==> src/rtl/router_1xn_if.sv <==
// Packet-stream and CSR bundle for router_1xn.
// The master drives the input stream and CSR strobes; the slave is the router itself.
interface router_1xn_if #(
    parameter int NUM_PORTS = 4
);
    logic [7:0]             dut_inp;
    logic                   inp_valid;
    logic [8*NUM_PORTS-1:0] dut_outp;
    logic [NUM_PORTS-1:0]   outp_valid;
    logic                   busy;
    logic                   error;
    logic                   wr;
    logic                   rd;
    logic [7:0]             addr;
    logic [31:0]            wdata;
    logic [31:0]            rdata;

    modport master (
        output dut_inp, inp_valid, wr, rd, addr, wdata,
        input  dut_outp, outp_valid, busy, error, rdata
    );

    modport slave (
        input  dut_inp, inp_valid, wr, rd, addr, wdata,
        output dut_outp, outp_valid, busy, error, rdata
    );
endinterface

==> src/rtl/router_1xn.sv <==
// 1-to-N packet router: buffers a DA/LEN/payload/CSUM packet, validates it,
// then replays it byte by byte on the selected output port. CSR block holds counters and port mask.
module router_1xn #(
    parameter int NUM_PORTS = 4,
    parameter int MAX_LEN   = 32
) (
    input  logic         clk,
    input  logic         reset,
    router_1xn_if.slave  bus
);

    localparam int         BUF_LEN = MAX_LEN + 3;
    localparam int         IDX_W   = $clog2(BUF_LEN);
    localparam logic [7:0] NP8     = 8'(NUM_PORTS);
    localparam logic [7:0] ML8     = 8'(MAX_LEN);

    localparam logic [2:0] S_IDLE    = 3'd0;
    localparam logic [2:0] S_LEN     = 3'd1;
    localparam logic [2:0] S_PAYLOAD = 3'd2;
    localparam logic [2:0] S_CSUM    = 3'd3;
    localparam logic [2:0] S_FWD     = 3'd4;

    localparam logic [7:0] ADDR_RX   = 8'h00;
    localparam logic [7:0] ADDR_GOOD = 8'h04;
    localparam logic [7:0] ADDR_ERR  = 8'h08;
    localparam logic [7:0] ADDR_DROP = 8'h0C;
    localparam logic [7:0] ADDR_CTRL = 8'h10;
    localparam logic [7:0] ADDR_INFO = 8'h14;

    logic [2:0]           state;
    logic [7:0]           pkt_buf [BUF_LEN];
    logic [IDX_W-1:0]     wr_idx;
    logic [IDX_W-1:0]     rd_idx;
    logic [7:0]           da_reg;
    logic [7:0]           pkt_len;
    logic [7:0]           pay_left;
    logic [7:0]           fwd_left;
    logic [7:0]           xor_acc;
    logic                 len_bad;
    logic [7:0]           out_byte;
    logic [NUM_PORTS-1:0] out_sel;
    logic                 error_q;

    logic [NUM_PORTS-1:0] ctrl_mask;
    logic [31:0]          rx_cnt;
    logic [31:0]          good_cnt;
    logic [31:0]          err_cnt;
    logic [31:0]          drop_cnt;
    logic [31:0]          rdata_q;
    logic [31:0]          csr_val;

    logic                 byte_acc;
    logic                 byte_drop;
    logic                 pkt_done;
    logic                 pkt_ok;
    logic                 da_en;
    logic [NUM_PORTS-1:0] da_onehot;
    logic                 unused_wdata;

    assign byte_acc     = bus.inp_valid && (state != S_FWD);
    assign byte_drop    = bus.inp_valid && (state == S_FWD);
    assign pkt_done     = byte_acc && (state == S_CSUM);
    assign unused_wdata = ^bus.wdata;

    function automatic logic [31:0] sat_inc(input logic [31:0] v);
        return (v == 32'hFFFF_FFFF) ? v : v + 32'd1;
    endfunction

    // Decode DA into a port select and its enable bit; out-of-range DA selects nothing.
    always_comb begin
        da_onehot = '0;
        da_en     = 1'b0;
        for (int p = 0; p < NUM_PORTS; p++) begin
            if (da_reg == 8'(p)) begin
                da_onehot[p] = 1'b1;
                da_en        = ctrl_mask[p];
            end
        end
    end

    assign pkt_ok = !len_bad && ((xor_acc ^ bus.dut_inp) == 8'h00) && (da_reg < NP8) && da_en;

    always_ff @(posedge clk) begin
        if (byte_acc) begin
            pkt_buf[wr_idx] <= bus.dut_inp;
        end
    end

    always_ff @(posedge clk or posedge reset) begin
        if (reset) begin
            state    <= S_IDLE;
            wr_idx   <= '0;
            rd_idx   <= '0;
            da_reg   <= '0;
            pkt_len  <= '0;
            pay_left <= '0;
            fwd_left <= '0;
            xor_acc  <= '0;
            len_bad  <= 1'b0;
            out_byte <= '0;
            out_sel  <= '0;
            error_q  <= 1'b0;
        end else begin
            error_q <= 1'b0;
            case (state)
                S_IDLE: begin
                    if (bus.inp_valid) begin
                        da_reg  <= bus.dut_inp;
                        xor_acc <= bus.dut_inp;
                        wr_idx  <= IDX_W'(1);
                        state   <= S_LEN;
                    end
                end
                S_LEN: begin
                    if (bus.inp_valid) begin
                        pkt_len  <= bus.dut_inp;
                        pay_left <= bus.dut_inp;
                        xor_acc  <= xor_acc ^ bus.dut_inp;
                        wr_idx   <= wr_idx + 1'b1;
                        // A bad length skips the payload; the next byte is taken as CSUM.
                        if ((bus.dut_inp == 8'h00) || (bus.dut_inp > ML8)) begin
                            len_bad <= 1'b1;
                            state   <= S_CSUM;
                        end else begin
                            len_bad <= 1'b0;
                            state   <= S_PAYLOAD;
                        end
                    end
                end
                S_PAYLOAD: begin
                    if (bus.inp_valid) begin
                        xor_acc  <= xor_acc ^ bus.dut_inp;
                        wr_idx   <= wr_idx + 1'b1;
                        pay_left <= pay_left - 8'd1;
                        if (pay_left == 8'd1) begin
                            state <= S_CSUM;
                        end
                    end
                end
                S_CSUM: begin
                    if (bus.inp_valid) begin
                        wr_idx <= '0;
                        if (pkt_ok) begin
                            state    <= S_FWD;
                            out_byte <= da_reg;
                            out_sel  <= da_onehot;
                            rd_idx   <= IDX_W'(1);
                            fwd_left <= pkt_len + 8'd2;
                        end else begin
                            state   <= S_IDLE;
                            error_q <= 1'b1;
                        end
                    end
                end
                S_FWD: begin
                    if (fwd_left == 8'd0) begin
                        state    <= S_IDLE;
                        out_sel  <= '0;
                        out_byte <= '0;
                        rd_idx   <= '0;
                    end else begin
                        out_byte <= pkt_buf[rd_idx];
                        rd_idx   <= rd_idx + 1'b1;
                        fwd_left <= fwd_left - 8'd1;
                    end
                end
                default: state <= S_IDLE;
            endcase
        end
    end

    always_comb begin
        csr_val = '0;
        case (bus.addr)
            ADDR_RX:   csr_val = rx_cnt;
            ADDR_GOOD: csr_val = good_cnt;
            ADDR_ERR:  csr_val = err_cnt;
            ADDR_DROP: csr_val = drop_cnt;
            ADDR_CTRL: csr_val = 32'(ctrl_mask);
            ADDR_INFO: csr_val = {16'h0000, NP8, ML8};
            default:   csr_val = '0;
        endcase
    end

    // A write to a counter address clears it even if an increment lands in the same cycle.
    always_ff @(posedge clk or posedge reset) begin
        if (reset) begin
            rx_cnt    <= '0;
            good_cnt  <= '0;
            err_cnt   <= '0;
            drop_cnt  <= '0;
            ctrl_mask <= '1;
            rdata_q   <= '0;
        end else begin
            if (bus.wr && bus.addr == ADDR_RX)        rx_cnt <= '0;
            else if (pkt_done)                        rx_cnt <= sat_inc(rx_cnt);

            if (bus.wr && bus.addr == ADDR_GOOD)      good_cnt <= '0;
            else if (pkt_done && pkt_ok)              good_cnt <= sat_inc(good_cnt);

            if (bus.wr && bus.addr == ADDR_ERR)       err_cnt <= '0;
            else if (pkt_done && !pkt_ok)             err_cnt <= sat_inc(err_cnt);

            if (bus.wr && bus.addr == ADDR_DROP)      drop_cnt <= '0;
            else if (byte_drop)                       drop_cnt <= sat_inc(drop_cnt);

            if (bus.wr && bus.addr == ADDR_CTRL)      ctrl_mask <= bus.wdata[NUM_PORTS-1:0];

            if (bus.rd && !bus.wr)                    rdata_q <= csr_val;
        end
    end

    always_comb begin
        bus.dut_outp = '0;
        for (int p = 0; p < NUM_PORTS; p++) begin
            if (out_sel[p]) begin
                bus.dut_outp[8*p +: 8] = out_byte;
            end
        end
    end

    assign bus.outp_valid = out_sel;
    assign bus.busy       = (state == S_FWD);
    assign bus.error      = error_q;
    assign bus.rdata      = rdata_q;

endmodule

==> src/flat_wrapper.sv <==
// flat-port wrapper written by rule: the top's interface ports become plain ports
module router_1xn_flat 
#(
    parameter int NUM_PORTS = 4,
    parameter int MAX_LEN   = 32
)
  (clk, reset, bus_dut_inp, bus_inp_valid, bus_wr, bus_rd, bus_addr, bus_wdata, bus_dut_outp, bus_outp_valid, bus_busy, bus_error, bus_rdata);
  router_1xn_if #(.NUM_PORTS(NUM_PORTS)) bus_i ();
  input  logic clk;
  input  logic reset;
  input wire logic [$bits(bus_i.dut_inp)-1:0] bus_dut_inp;
  input wire logic [$bits(bus_i.inp_valid)-1:0] bus_inp_valid;
  input wire logic [$bits(bus_i.wr)-1:0] bus_wr;
  input wire logic [$bits(bus_i.rd)-1:0] bus_rd;
  input wire logic [$bits(bus_i.addr)-1:0] bus_addr;
  input wire logic [$bits(bus_i.wdata)-1:0] bus_wdata;
  output wire logic [$bits(bus_i.dut_outp)-1:0] bus_dut_outp;
  output wire logic [$bits(bus_i.outp_valid)-1:0] bus_outp_valid;
  output wire logic [$bits(bus_i.busy)-1:0] bus_busy;
  output wire logic [$bits(bus_i.error)-1:0] bus_error;
  output wire logic [$bits(bus_i.rdata)-1:0] bus_rdata;
  assign bus_i.dut_inp = bus_dut_inp;
  assign bus_i.inp_valid = bus_inp_valid;
  assign bus_i.wr = bus_wr;
  assign bus_i.rd = bus_rd;
  assign bus_i.addr = bus_addr;
  assign bus_i.wdata = bus_wdata;
  assign bus_dut_outp = bus_i.dut_outp;
  assign bus_outp_valid = bus_i.outp_valid;
  assign bus_busy = bus_i.busy;
  assign bus_error = bus_i.error;
  assign bus_rdata = bus_i.rdata;
  router_1xn #(.NUM_PORTS(NUM_PORTS), .MAX_LEN(MAX_LEN)) u_core (.clk(clk), .reset(reset), .bus(bus_i));
endmodule
==> config.mk <==
export PLATFORM = sky130hd
export DESIGN_NAME = router_1xn_flat
export DESIGN_NICKNAME = d
export VERILOG_FILES = /design/src/rtl/router_1xn_if.sv /design/src/rtl/router_1xn.sv /design/src/flat_wrapper.sv
export SDC_FILE = /design/constraint.sdc
export NUM_CORES = 1
export LEC_CHECK = 0
export ABC_CLOCK_PERIOD_IN_PS = 7900
export CAP_MARGIN = 0
export CORE_ASPECT_RATIO = 1.4
export CORE_MARGIN = 2
export CORE_UTILIZATION = 54
export DETAILED_ROUTE_END_ITERATION = 10
export GPL_TIMING_DRIVEN = 0
export PLACE_DENSITY_LB_ADDON = 0.08
export SYNTH_ARGS = -nofsm -noshare
export SYNTH_HDL_FRONTEND = slang
export SYNTH_SLANG_ARGS = --single-unit
==> constraint.sdc <==
create_clock -name clk -period 7.9 [get_ports clk]
set_clock_uncertainty 0.2 [all_clocks]
set_input_delay 1.58 -clock clk [delete_from_list [all_inputs] [get_ports clk]]
set_output_delay 1.58 -clock clk [all_outputs]
set_load 0.01 [all_outputs]
==> impl_results.md, run 1 <==
- Run status: completed
- Setup repair after global routing missed its margin: false
- # port buffers: 93
- Flip-flop count of the largest register after layout: 280
- Net count after synthesis: 2027
- Overall routing resource usage: 30.6%
- Vias in the first global route: 17493
- Ports: 123
- Initial antenna violation count: 2
- Final setup fails: 0
- Crit-path max FO: 10
- Synth area leader: edfxtp_1
- Leakage power total: 9.83 nW
- Synthesis Warnings: 0
- Fin crit share: 64.5%
- Worst-skew pair later-pin latency: 0.61 ns
- Async SR Flop Fraction: 45.4%
- First-pass GRT wire length: 108000 um
- Share of cells above drive strength 1: 14.3%
- DR pass1 iterations: 5
- Clk slew on worst S/H paths: 0.07 ns
- Main synth FF type: edfxtp_1
- Slew headroom: 11.8%
- Internal Power: 4.60 mW
- DIE AREA: 0.0475 sq mm
- Syn_area_per_cell: 12.6 sq um
- Family with the most delay on the worst path: buffers and inverters
- Post-synth top cells: 280 x edfxtp_1, 229 x dfrtp_1, 137 x a21oi_1
- Netlist area before placement: 0.0247 sq mm
- Drt via density: 6.52
- Post_cts resized: 0
- Fin crit period: 5.09 ns
- CTS Buf Count: 49
- Detailed Route Iter0 Violations: 1624
- Fin nets: 2177
- CP endpoint kind: output pin
- DRC viols: 0
- Post-DP HPWL: 52300 um
- Placed Area: 0.0265 sq mm
- Combinational Power Share: 13.7%
- Postcts setup bufs: 0
- Required time worst endpoint: 6.12 ns
- Max Cap Viol: 0
- Worst slew pin tran: 1.32 ns
- GP Congestion: 0.988
- Flops & latches, synth: 513
- CP max stage cell: clkdlybuf4s50_1
- Synth top area cells: edfxtp_1 34%, dfrtp_1 23%, mux4_2 7.8%
- Sw Pwr: 1.75 mW
- Clock network fraction of total power: 36.3%
- Clock Path Buffers: 3
- Power Density: 226 mW/mm^2
- Max Clk Rate: 0.196 GHz
- Netlist cell types: 87
- Sw Ratio: 27.6%
- Largest net degree at the start of global routing: 42
- Final wirelength: 71700 um
- Worst path cell trace: clkbuf_1, nor2_1, nand2_1, inv_1, buf_2, clkbuf_1, clkdlybuf4s50_1
- Initial core utilization: 54.8%
- H-Tree Depth: 2
- Final setup TNS: 0 ns
- Worst Path Buf+Inv: 5
- Critical path class: flop to output pin
- Finished Cell Area: 0.0281 sq mm
- CTS tree: yes
- P&R area growth vs syn: 13.6%
- Critical Path Most Common Cell: clkbuf_1
- DIE HEIGHT: 257 um
- Final-report hold violation count: 0
- WP data arrival: 3.31 ns
- Hold Buf Count CTS: 0
- Cell Rows: 92
- Area share of the largest cell type after synthesis: 34.0%
- Peak supply drop: 0.000239 V
- Max Slew Vio Count: 0
- Hold WC Path Type: flop to flop
- Routed via count: 18026
- CP startpoint kind: flop
- CTS Sinks: 513
- Root buf cell: clkbuf_16
- GRT Residual Overflow: 0
- Sequential share of the synthesized area: 57.6%
- Slowest stage delay, CP: 0.70 ns
- Synth Instances: 1964
- Count of flip-flops with a built-in enable after synthesis: 280
- Die X: 185 um
- Most frequent cell after synthesis: edfxtp_1
- Seq pwr share: 50.0%
- Detail Route Antenna Nets: 0
- Core Region: 0.0451 sq mm
- Routed len/inst: 25.9 um
- Largest register by flop count: u_core.pkt_buf
## power groups by stage
stage	logic [mW]	registers (mW)	clock network [mW]
floorplan	0.605	3.17	0
global placement	0.823	3.22	0
detailed placement	0.859	3.23	0
CTS	0.864	3.17	2.34
global route	0.949	3.20	2.45
finish	0.868	3.18	2.31
## area by class of cell
cell class / count / area (sq um)
well taps: 611 / 764
plain buffers: 126 / 589
multi-input cells: 1294 / 9760
clock inverters: 30 / 258
fillers: 3583 / 17100
flip-flops and latches: 513 / 14200
clock buffers: 58 / 1300
inverters: 31 / 120
diodes: 2 / 5.00
repair buffers: 99 / 1020
## routing by layer
metal | up-vias | track usage (%) | share of wire (%)
li1 | 8033 | - | -
met2 | 725 | 53.2 | 51
met3 | 208 | 4.43 | 5.7
met4 | 0 | 18.4 | 7.2
met1 | 9060 | 35.8 | 36
met5 | - | 0 | 0
## final timing paths
| path | depth (start not counted) | endpoint | slack, ns | from |
|---|---|---|---|---|
| min in group asynchronous | 2 | u_core.err_cnt[8] | 1.24 | reset |
| worst max register to register | 8 | u_core.pkt_buf[0][4] | 4.11 | u_core.state[1] |
| worst max-delay path | 7 | bus_busy | 2.81 | u_core.state[1] |
| max in group asynchronous | 4 | u_core.drop_cnt[5] | 5.32 | reset |
| worst min register to register | 1 | u_core.bus.rdata[7] | 0.30 | u_core.bus.rdata[7] |
| worst min-delay path | 1 | u_core.bus.rdata[7] | 0.30 | u_core.bus.rdata[7] |
## logic make-up after synthesis
| logic type | count (synthesis) | synth area share (%) |
|---|---|---|
| multiplexers | 164 | 11.2 |
| AO/OA/AOI/OAI | 439 | 11.8 |
| AND/OR/NAND/NOR | 658 | 15.1 |
| buffers and inverters | 157 | 2.86 |
| flip-flops | 513 | 57.6 |
| XOR/XNOR | 23 | 0.815 |
| adder cells (fa/ha/maj) | 10 | 0.506 |
## metrics by stage
stage	util, %	setup WS [ns]	power [mW]	cells	hold WS [ns]
after CTS	62.2	2.75	6.38	2762	0.309
after detailed placement	58.8	2.07	4.09	2674	0.291
after global routing	62.2	2.64	6.60	2763	0.320
final	62.2	2.81	6.35	2764	0.302
after global placement	58.5	1.15	4.04	2668	0.279
after floorplan	-	3.07	3.78	1964	0.270
## cells in the final DEF, fill, tap and decap left out, types with 28 or more instances in the layout
| cell type | count |
|---|---|
| mux2i_1 | 41 |
| nand2_1 | 116 |
| o31ai_1 | 67 |
| clkbuf_1 | 67 |
| and2_1 | 46 |
| mux2_2 | 36 |
| a22o_1 | 45 |
| a21oi_1 | 137 |
| or4_1 | 69 |
| mux4_2 | 86 |
| nand3_1 | 89 |
| clkdlybuf4s50_1 | 87 |
| dfrtp_1 | 229 |
| or3_1 | 38 |
| nand4_1 | 28 |
| clkbuf_16 | 49 |
| inv_1 | 29 |
| edfxtp_1 | 280 |
| buf_2 | 46 |
| nor2_1 | 110 |
| o21ai_0 | 65 |
Power figures use the tool's default switching activity.
==> run 2: changes to the inputs <==
Settings changed: ABC_CLOCK_PERIOD_IN_PS 7900 to 4900.
Clock period 7.9 ns to 4.9 ns, I/O delays scaled along.
==> results of run 2 <==
The final DEF is identical to that of run 1. Status: completed.
Among the figures that moved: setup slack after placement 2.07 ns -> -0.335 ns; setup slack after layout 2.81 ns -> 0.408 ns; register-to-register setup slack 4.11 ns -> 1.11 ns; total power 6.35 mW -> 10.2 mW; worst IR drop on VDD 0.000239 V -> 0.000386 V
